===== src/rtl/fetch_unit_pkg.sv =====
`default_nettype none
// ============================================================================
// Module   : fetch_unit_pkg
// Brief    : Shared state codes, constants and default addresses for fetch.
// Revision : 1.0 - initial release
// ============================================================================
package fetch_unit_pkg;

  localparam int FETCH_STATE_SIZE = 2;

  localparam logic [FETCH_STATE_SIZE-1:0] FETCH_IDLE = 2'd0;
  localparam logic [FETCH_STATE_SIZE-1:0] FETCH_REQ  = 2'd1;
  localparam logic [FETCH_STATE_SIZE-1:0] FETCH_HOLD = 2'd2;

  localparam logic [31:0] NOP_INSTR    = 32'h0000_0000;
  localparam logic [31:0] DEF_RESET_PC = 32'h0000_3000;
  localparam logic [31:0] DEF_IM_BASE  = 32'h0000_3000;
  localparam logic [31:0] DEF_IM_SIZE  = 32'h0000_4000;

endpackage
`default_nettype wire


===== src/rtl/fetch_hold_buf.sv =====
`default_nettype none
// ============================================================================
// Module   : fetch_hold_buf
// Brief    : One-entry instruction/PC buffer parking a word fetched during a stall.
// Revision : 1.0 - initial release
// ============================================================================
module fetch_hold_buf (
  input  logic        clk,
  input  logic        rst_n,
  input  logic        i_load,
  input  logic        i_unload,
  input  logic [31:0] i_instr,
  input  logic [31:0] i_pc,
  output logic [31:0] o_instr,
  output logic [31:0] o_pc,
  output logic        o_full
);

  logic [31:0] r_instr;
  logic [31:0] r_pc;
  logic        r_full;

  always_ff @(posedge clk or negedge rst_n) begin
    if (!rst_n) begin
      r_instr <= 32'h0;
      r_pc    <= 32'h0;
      r_full  <= 1'b0;
    end else if (i_load) begin
      r_instr <= i_instr;
      r_pc    <= i_pc;
      r_full  <= 1'b1;
    end else if (i_unload) begin
      r_full  <= 1'b0;
    end
  end

  assign o_instr = r_instr;
  assign o_pc    = r_pc;
  assign o_full  = r_full;

endmodule
`default_nettype wire


===== src/rtl/fetch_unit.sv =====
`default_nettype none
// ============================================================================
// Module   : fetch_unit
// Brief    : IF stage - owns F_PC, issues imem requests, holds the F/D register.
//            Optional address-error detection when FETCH_ADEL_EN is defined.
// Revision : 1.0 - initial release
// ============================================================================
module fetch_unit
  import fetch_unit_pkg::*;
#(
  parameter logic [31:0] RESET_PC = DEF_RESET_PC,
  parameter logic [31:0] IM_BASE  = DEF_IM_BASE,
  parameter logic [31:0] IM_SIZE  = DEF_IM_SIZE
) (
  input  logic        clk,
  input  logic        reset,
  input  logic [31:0] next_PC,
  input  logic        stall,
  output logic        imem_req,
  output logic [31:0] imem_addr,
  input  logic        imem_rvalid,
  input  logic [31:0] imem_rdata,
  output logic [31:0] F_PC,
  output logic [31:0] D_PC,
  output logic [31:0] D_instr,
  output logic        D_valid,
`ifdef FETCH_ADEL_EN
  output logic        D_exc_adel,
`endif
  output logic        fetch_stall
);

  logic [FETCH_STATE_SIZE-1:0] r_state;
  logic [FETCH_STATE_SIZE-1:0] w_next_state;
  logic [31:0] r_f_pc;
  logic [31:0] r_d_pc;
  logic [31:0] r_d_instr;
  logic        r_d_valid;
  logic        w_bad_addr;
  logic        w_deliver;
  logic        w_load_d;
  logic        w_buf_load;
  logic        w_buf_unload;
  logic        w_buf_full;
  logic [31:0] w_buf_instr;
  logic [31:0] w_buf_pc;
  logic [31:0] w_new_instr;

`ifdef FETCH_ADEL_EN
  logic r_d_exc;
  logic r_hold_exc;

  assign w_bad_addr = (r_f_pc[1:0] != 2'b00) || (r_f_pc < IM_BASE) ||
                      (r_f_pc >= (IM_BASE + IM_SIZE));
`else
  logic w_unused_cfg;

  assign w_bad_addr   = 1'b0;
  assign w_unused_cfg = ^{IM_BASE, IM_SIZE};
`endif

  always_ff @(posedge clk or negedge reset) begin
    if (!reset) r_state <= FETCH_IDLE;
    else        r_state <= w_next_state;
  end

  always_comb begin
    w_next_state = r_state;
    case (r_state)
      FETCH_IDLE: w_next_state = FETCH_REQ;
      FETCH_REQ:  if (w_deliver && stall) w_next_state = FETCH_HOLD;
      FETCH_HOLD: if (!stall) w_next_state = FETCH_REQ;
      default:    w_next_state = FETCH_IDLE;
    endcase
  end

  // A faulting address counts as an instant delivery without touching memory.
  always_comb begin
    imem_req     = 1'b0;
    fetch_stall  = 1'b0;
    w_deliver    = 1'b0;
    w_buf_load   = 1'b0;
    w_buf_unload = 1'b0;
    w_load_d     = 1'b0;
    case (r_state)
      FETCH_REQ: begin
        imem_req    = !w_bad_addr;
        w_deliver   = imem_rvalid || w_bad_addr;
        fetch_stall = !w_deliver;
        w_buf_load  = w_deliver && stall;
        w_load_d    = w_deliver && !stall;
      end
      FETCH_HOLD: begin
        w_buf_unload = !stall && w_buf_full;
        w_load_d     = w_buf_unload;
      end
      default: ;
    endcase
  end

  assign w_new_instr = w_bad_addr ? NOP_INSTR : imem_rdata;

  fetch_hold_buf u_hold_buf (
    .clk      (clk),
    .rst_n    (reset),
    .i_load   (w_buf_load),
    .i_unload (w_buf_unload),
    .i_instr  (w_new_instr),
    .i_pc     (r_f_pc),
    .o_instr  (w_buf_instr),
    .o_pc     (w_buf_pc),
    .o_full   (w_buf_full)
  );

  // next_PC is only sampled on the edge that loads D (delay-slot semantics).
  always_ff @(posedge clk or negedge reset) begin
    if (!reset) begin
      r_f_pc    <= RESET_PC;
      r_d_pc    <= 32'h0;
      r_d_instr <= NOP_INSTR;
      r_d_valid <= 1'b0;
    end else if (w_load_d) begin
      r_d_pc    <= w_buf_unload ? w_buf_pc : r_f_pc;
      r_d_instr <= w_buf_unload ? w_buf_instr : w_new_instr;
      r_d_valid <= 1'b1;
      r_f_pc    <= next_PC;
    end
  end

`ifdef FETCH_ADEL_EN
  always_ff @(posedge clk or negedge reset) begin
    if (!reset) begin
      r_d_exc    <= 1'b0;
      r_hold_exc <= 1'b0;
    end else begin
      if (w_buf_load) r_hold_exc <= w_bad_addr;
      if (w_load_d)   r_d_exc    <= w_buf_unload ? r_hold_exc : w_bad_addr;
    end
  end

  assign D_exc_adel = r_d_exc;
`endif

  assign imem_addr = r_f_pc;
  assign F_PC      = r_f_pc;
  assign D_PC      = r_d_pc;
  assign D_instr   = r_d_instr;
  assign D_valid   = r_d_valid;

endmodule
`default_nettype wire

===== config.mk =====
export PLATFORM = sky130hd
export DESIGN_NAME = fetch_unit
export DESIGN_NICKNAME = d
export VERILOG_FILES = /design/src/rtl/fetch_unit_pkg.sv /design/src/rtl/fetch_hold_buf.sv /design/src/rtl/fetch_unit.sv
export SDC_FILE = /design/constraint.sdc
export NUM_CORES = 1
export LEC_CHECK = 0
export ABC_AREA = 1
export BUFFER_PORTS_ARGS = -buffer_cell sky130_fd_sc_hd__buf_2
export CORE_ASPECT_RATIO = 1.4
export CORE_MARGIN = 10
export CORE_UTILIZATION = 55
export CTS_CLUSTER_DIAMETER = 30
export DETAILED_ROUTE_END_ITERATION = 12
export GPL_ROUTABILITY_DRIVEN = 1
export PLACE_DENSITY = 0.82
export SLEW_MARGIN = 30
export SYNTH_ARGS = -nofsm -noshare
export SYNTH_HDL_FRONTEND = slang
export SYNTH_HIERARCHICAL = 1
export SYNTH_SLANG_ARGS = --single-unit

===== constraint.sdc =====
create_clock -name clk -period 3 [get_ports clk]
set_input_delay 0.15 -clock clk [delete_from_list [all_inputs] [get_ports clk]]
set_output_delay 0.15 -clock clk [all_outputs]
set_load 0.1 [all_outputs]

Yosys cells after proc, flatten, opt, wreduce, memory -nomap -nowiden --
Cells that the tools add are included. W data, S select, Z words.
Operators by class: equal/unequal tests 4, multiplexer cells 13, reduce and logical (&&, ||, !) cells 9
Operators by type and width (count):
- $mux W32 | 2
- $mux W1 | 7
- $pmux W2 S3 | 1
- $logic_and A1 B1 Y1 | 4
- $mux W2 | 2
- $ne A2 B2 Y1 const B | 2
- $eq A2 B1 Y1 const B | 1
- $eq A2 B2 Y1 const B | 1
- $logic_not A1 Y1 | 2
- $logic_not A2 Y1 | 1
- $pmux W1 S2 | 1
- $reduce_and A2 Y1 | 1
- $reduce_bool A2 Y1 | 1
Word-level totals: register bits 164, bits of input ports 68, output and inout bits 131, word-level logic and storage cells 34

Depth between registers and ports, before layout --
word-level depth 5, mapped depth 9

Hierarchy --
Netlist, hierarchy kept.
Modules (own cells, without submodules):
- fetch_unit | times used 1, cells each 698, area each 5242.5 µm², seq. area each 2479.9 µm²
- fetch_hold_buf | times used 1, cells each 275, area each 2514.9 µm², seq. area each 1626.6 µm²

Worst setup path before layout --
Ideal clock, no wire load.
kind register to register, from reg r_state[1], to reg r_f_pc[0], in the netlist F_PC[0], data arrival time 2.161 ns, data required time 2.878 ns, path slack 0.717 ns, cell stages (with the launch flop) 10, path buffers 2, clock period less this slack 2.283 ns, cells stage by stage dfrtp_1 > inv_1 > ha_1 > nand3_1 > nand2_2 > nand2_2 > buf_4 > buf_4 > nand2_1 > nand2_1
On the way: longest elaborated chain between the ends 2, elaborated cells between the ends (all ways) 3, classes of those cells eq/ne: 2; mux: 1
Ends and longest elaborated chain:
- start: declaration | line fetch_unit.sv:33 | logic [FETCH_STATE_SIZE-1:0] r_state;
- start signal: assignment | line fetch_unit.sv:64 | else r_state <= w_next_state;
- $eq A2 B2 Y1 or $eq A2 B1 Y1 (tied branches) | line fetch_unit.sv:85 | case (r_state)
- $pmux W1 S2 (*) | line fetch_unit.sv:85
- end signal: assignment | line fetch_unit.sv:126 | r_f_pc <= next_PC;
- end: declaration | line fetch_unit.sv:35 | logic [31:0] r_f_pc;
Mark *: on every way between the ends. The rest lies on a longest branch, timed or not. A chain may end at the register's enable or synchronous reset.

Final worst setup path --
from reg r_state[1], to reg r_f_pc[7], in the netlist F_PC[7]
The elaborated chain is that of the path after synthesis.

==> flow_metrics.env <==
export IMPL_ant_nets=0
export IMPL_antenna_cells=0
export IMPL_die_area_sq_mm=0.01932
export IMPL_synthCells=973
export IMPL_fin_worst_skew_ps=11.02
export IMPL_outcome="finished clean"
export IMPL_netlist_area_sq_mm=0.007757
export IMPL_cpPeakStageDelay_ps=430
export IMPL_crit_chain="inv_1 -> ha_1 -> nand3_1 -> nand2_4 -> nand2_4 -> buf_12 -> nand2_1 -> nand2_1"
export IMPL_viasPerCell=5.450
export IMPL_htreeDepth=4
export IMPL_fin_crit_sh_pct=68.70
export IMPL_drt_total_wl_mm=22.99
export IMPL_cts_tree="yes"
export IMPL_crit_path_end_kind="flop"
export IMPL_yosysTopAreaCellShare_pct=52.26
export IMPL_area_growth_pct=25.34
export IMPL_grtUsageTotal_pct=23.59
export IMPL_hold_viol=0
export IMPL_synth_cell_types=19
export IMPL_final_cell_mix="nand2_1, buf_2, dfrtp_1"
export IMPL_cp_top_family="simple AND/OR/NAND/NOR gates"
export IMPL_clock_sinks=164
export IMPL_grt_pass1_wl_mm=37.65
export IMPL_die_y_um=160.5
export IMPL_io_buffer_count=198
export IMPL_place_congestion=0.7809
export IMPL_ys_warn_count=6
export IMPL_clockBufferDepth=2
export IMPL_synth_avg_cell_area_sq_um=7.973
export IMPL_clockRootBuffer="clkbuf_16"
export IMPL_synth_seq_cells=164
export IMPL_drtIter0Drc=718
export IMPL_cap_violations=0
export IMPL_slew_limit_headroom_pct=48.53
export IMPL_vias=7407
export IMPL_cp_slowest_cell="dfrtp_1"
export IMPL_start_util_pct=56.02
export IMPL_netlist_top_cells_area="dfrtp_1, nand2_1, nand3_1"
export IMPL_tns_ps=0
export IMPL_cts_resized=0
export IMPL_drcViolationCount=0
export IMPL_dpl_hpwl_mm=13.45
export IMPL_firstDrtPassIters=7
export IMPL_drive_gt1_share_pct=21.47
export IMPL_rsz0062_at_grt="false"
export IMPL_reg2reg_slack_ps=940
export IMPL_syn_nets=1046
export IMPL_num_rows=51
export IMPL_antenna_found_initial=0
export IMPL_nNetsFinal=1235
export IMPL_path_max_fanout=53
export IMPL_start_kind="flop"
export IMPL_yosys_area_top_type="dfrtp_1"
export IMPL_cp_num_buf_inv=2
export IMPL_grt_ovfl_total=0
export IMPL_grt_pass1_vias=7528
export IMPL_max_slew_worst_pin_slew_ps=772.0
export IMPL_setup_viol=0
export IMPL_grt_max_degree=97
export IMPL_pin_count=199
export IMPL_wl_per_cell_um=16.92
export IMPL_report_final_slew_viol_count=0
export IMPL_cts_setup_buffers=0
export IMPL_cp_required_ps=3300
export IMPL_core_area_sq_mm=0.01385
export IMPL_cts_buffers=17
export IMPL_clock_latency_ps=420
export IMPL_ys_seq_area_share_pct=52.94
export IMPL_die_width_um=120.4
export IMPL_mostFrequentLayoutCell="nand2_1"
export IMPL_path_clk_slew_ps=60
export IMPL_arrival_ps=2360
export IMPL_fin_crit_ps=2061
export IMPL_critPathKind="reg2reg"
export IMPL_fillCellCount=1088
export IMPL_fmax_ghz=0.4852
export IMPL_hp_class="in2reg"
state kept, by name, indices dropped and copies added (netlist names):
register / count
u_hold_buf/o_instr: 32
F_PC: 32
r_state: 2
D_valid: 1
D_PC: 32
D_instr: 32
u_hold_buf/o_pc: 32
u_hold_buf/o_full: 1
kinds of logic (layout without fill, tap and decap cells):
| group | Yosys count | in the layout | synth area share (%) |
|---|---|---|---|
| and+or+nand+nor | 687 | 687 | 37.02 |
| adders and majority gates | 5 | 5 | 0.8065 |
| AOI/OAI and AO/OA | 3 | 3 | 0.2258 |
| buffers and inverters | 114 | 315 | 9.016 |
| DFF | 164 | 164 | 52.94 |
cell type report:
cell class                 instances  area, sq um  area share [%]
tap                              185        231.5           2.381
multi-input combinational        695         2984           30.69
sequential                       164         4108           42.25
clock buffer                      18        439.2           4.517
clock inverter                    13        147.6           1.518
timing repair buffer             275         1779           18.30
inverter                           9        33.78          0.3474
worst register-to-register path: cells and delay by family (launching register included):
kind                       cells  cell delay (ps)
adders and majority gates      1              230
buffers and inverters          2              500
DFF                            1              430
and+or+nand+nor                5              780
Yosys cell counts:
cell / count
dfrtp_1: 162
buf_2: 24
buf_6: 10
dfstp_2: 2
clkbuf_1: 22
inv_1: 7
nand2_1: 521
buf_1: 8
nand2_2: 2
inv_2: 2
nor2_1: 2
nand3_2: 1
nand3_1: 97
clkbuf_8: 2
nand4_1: 64
o21bai_1: 1
buf_4: 39
o21ai_0: 2
ha_1: 5
worst paths after layout:
path	from	end	depth (start not counted)
max in group asynchronous	reset	u_hold_buf/o_pc[3]	3
worst min register to register	u_hold_buf/o_pc[31]	u_hold_buf/o_pc[31]	2
worst min-delay path	stall	r_state[1]	4
worst max register to register	r_state[1]	F_PC[7]	8
min in group asynchronous	reset	u_hold_buf/o_instr[7]	2
worst max-delay path	r_state[1]	F_PC[7]	8
timing repair:
item | 4_1_cts | 5_1_grt
hold buffers | 65 | 0
endpoints found under the hold margin | 125 | 0
endpoints found under the setup margin | 0 | 0
routing by layer:
metal | wire length [um] | part of all wire [%] | up-vias | GRT usage [%]
met2 | 11670 | 51 | 361 | 39.38
met5 | 0 | 0 | - | 0
met3 | 1677 | 7.3 | 47 | 5.754
met4 | 608 | 2.6 | 0 | 9.681
li1 | - | - | 3453 | -
met1 | 9030 | 39 | 3546 | 28.38
through the flow:
stage | utilization, % | std cells | setup WS, ps | area [sq um] | hold WS [ps]
finish | 70.22 | 1359 | 939.1 | 9723 | 139.3
CTS | 70.19 | 1359 | 932.3 | 9719 | 118.1
detailed placement | 61.25 | 1263 | 912.3 | 8482 | 174.9
global placement | 61.25 | 1263 | 993.8 | 8482 | 177.1
floorplan | - | 973 | 716.8 | 7757 | -145.6
global route | 70.22 | 1359 | 803.7 | 9723 | 177.9
Power is left out: the tool's default activity adds up to more than one toggle a clock period on the data nets, which glitch-free logic cannot reach.
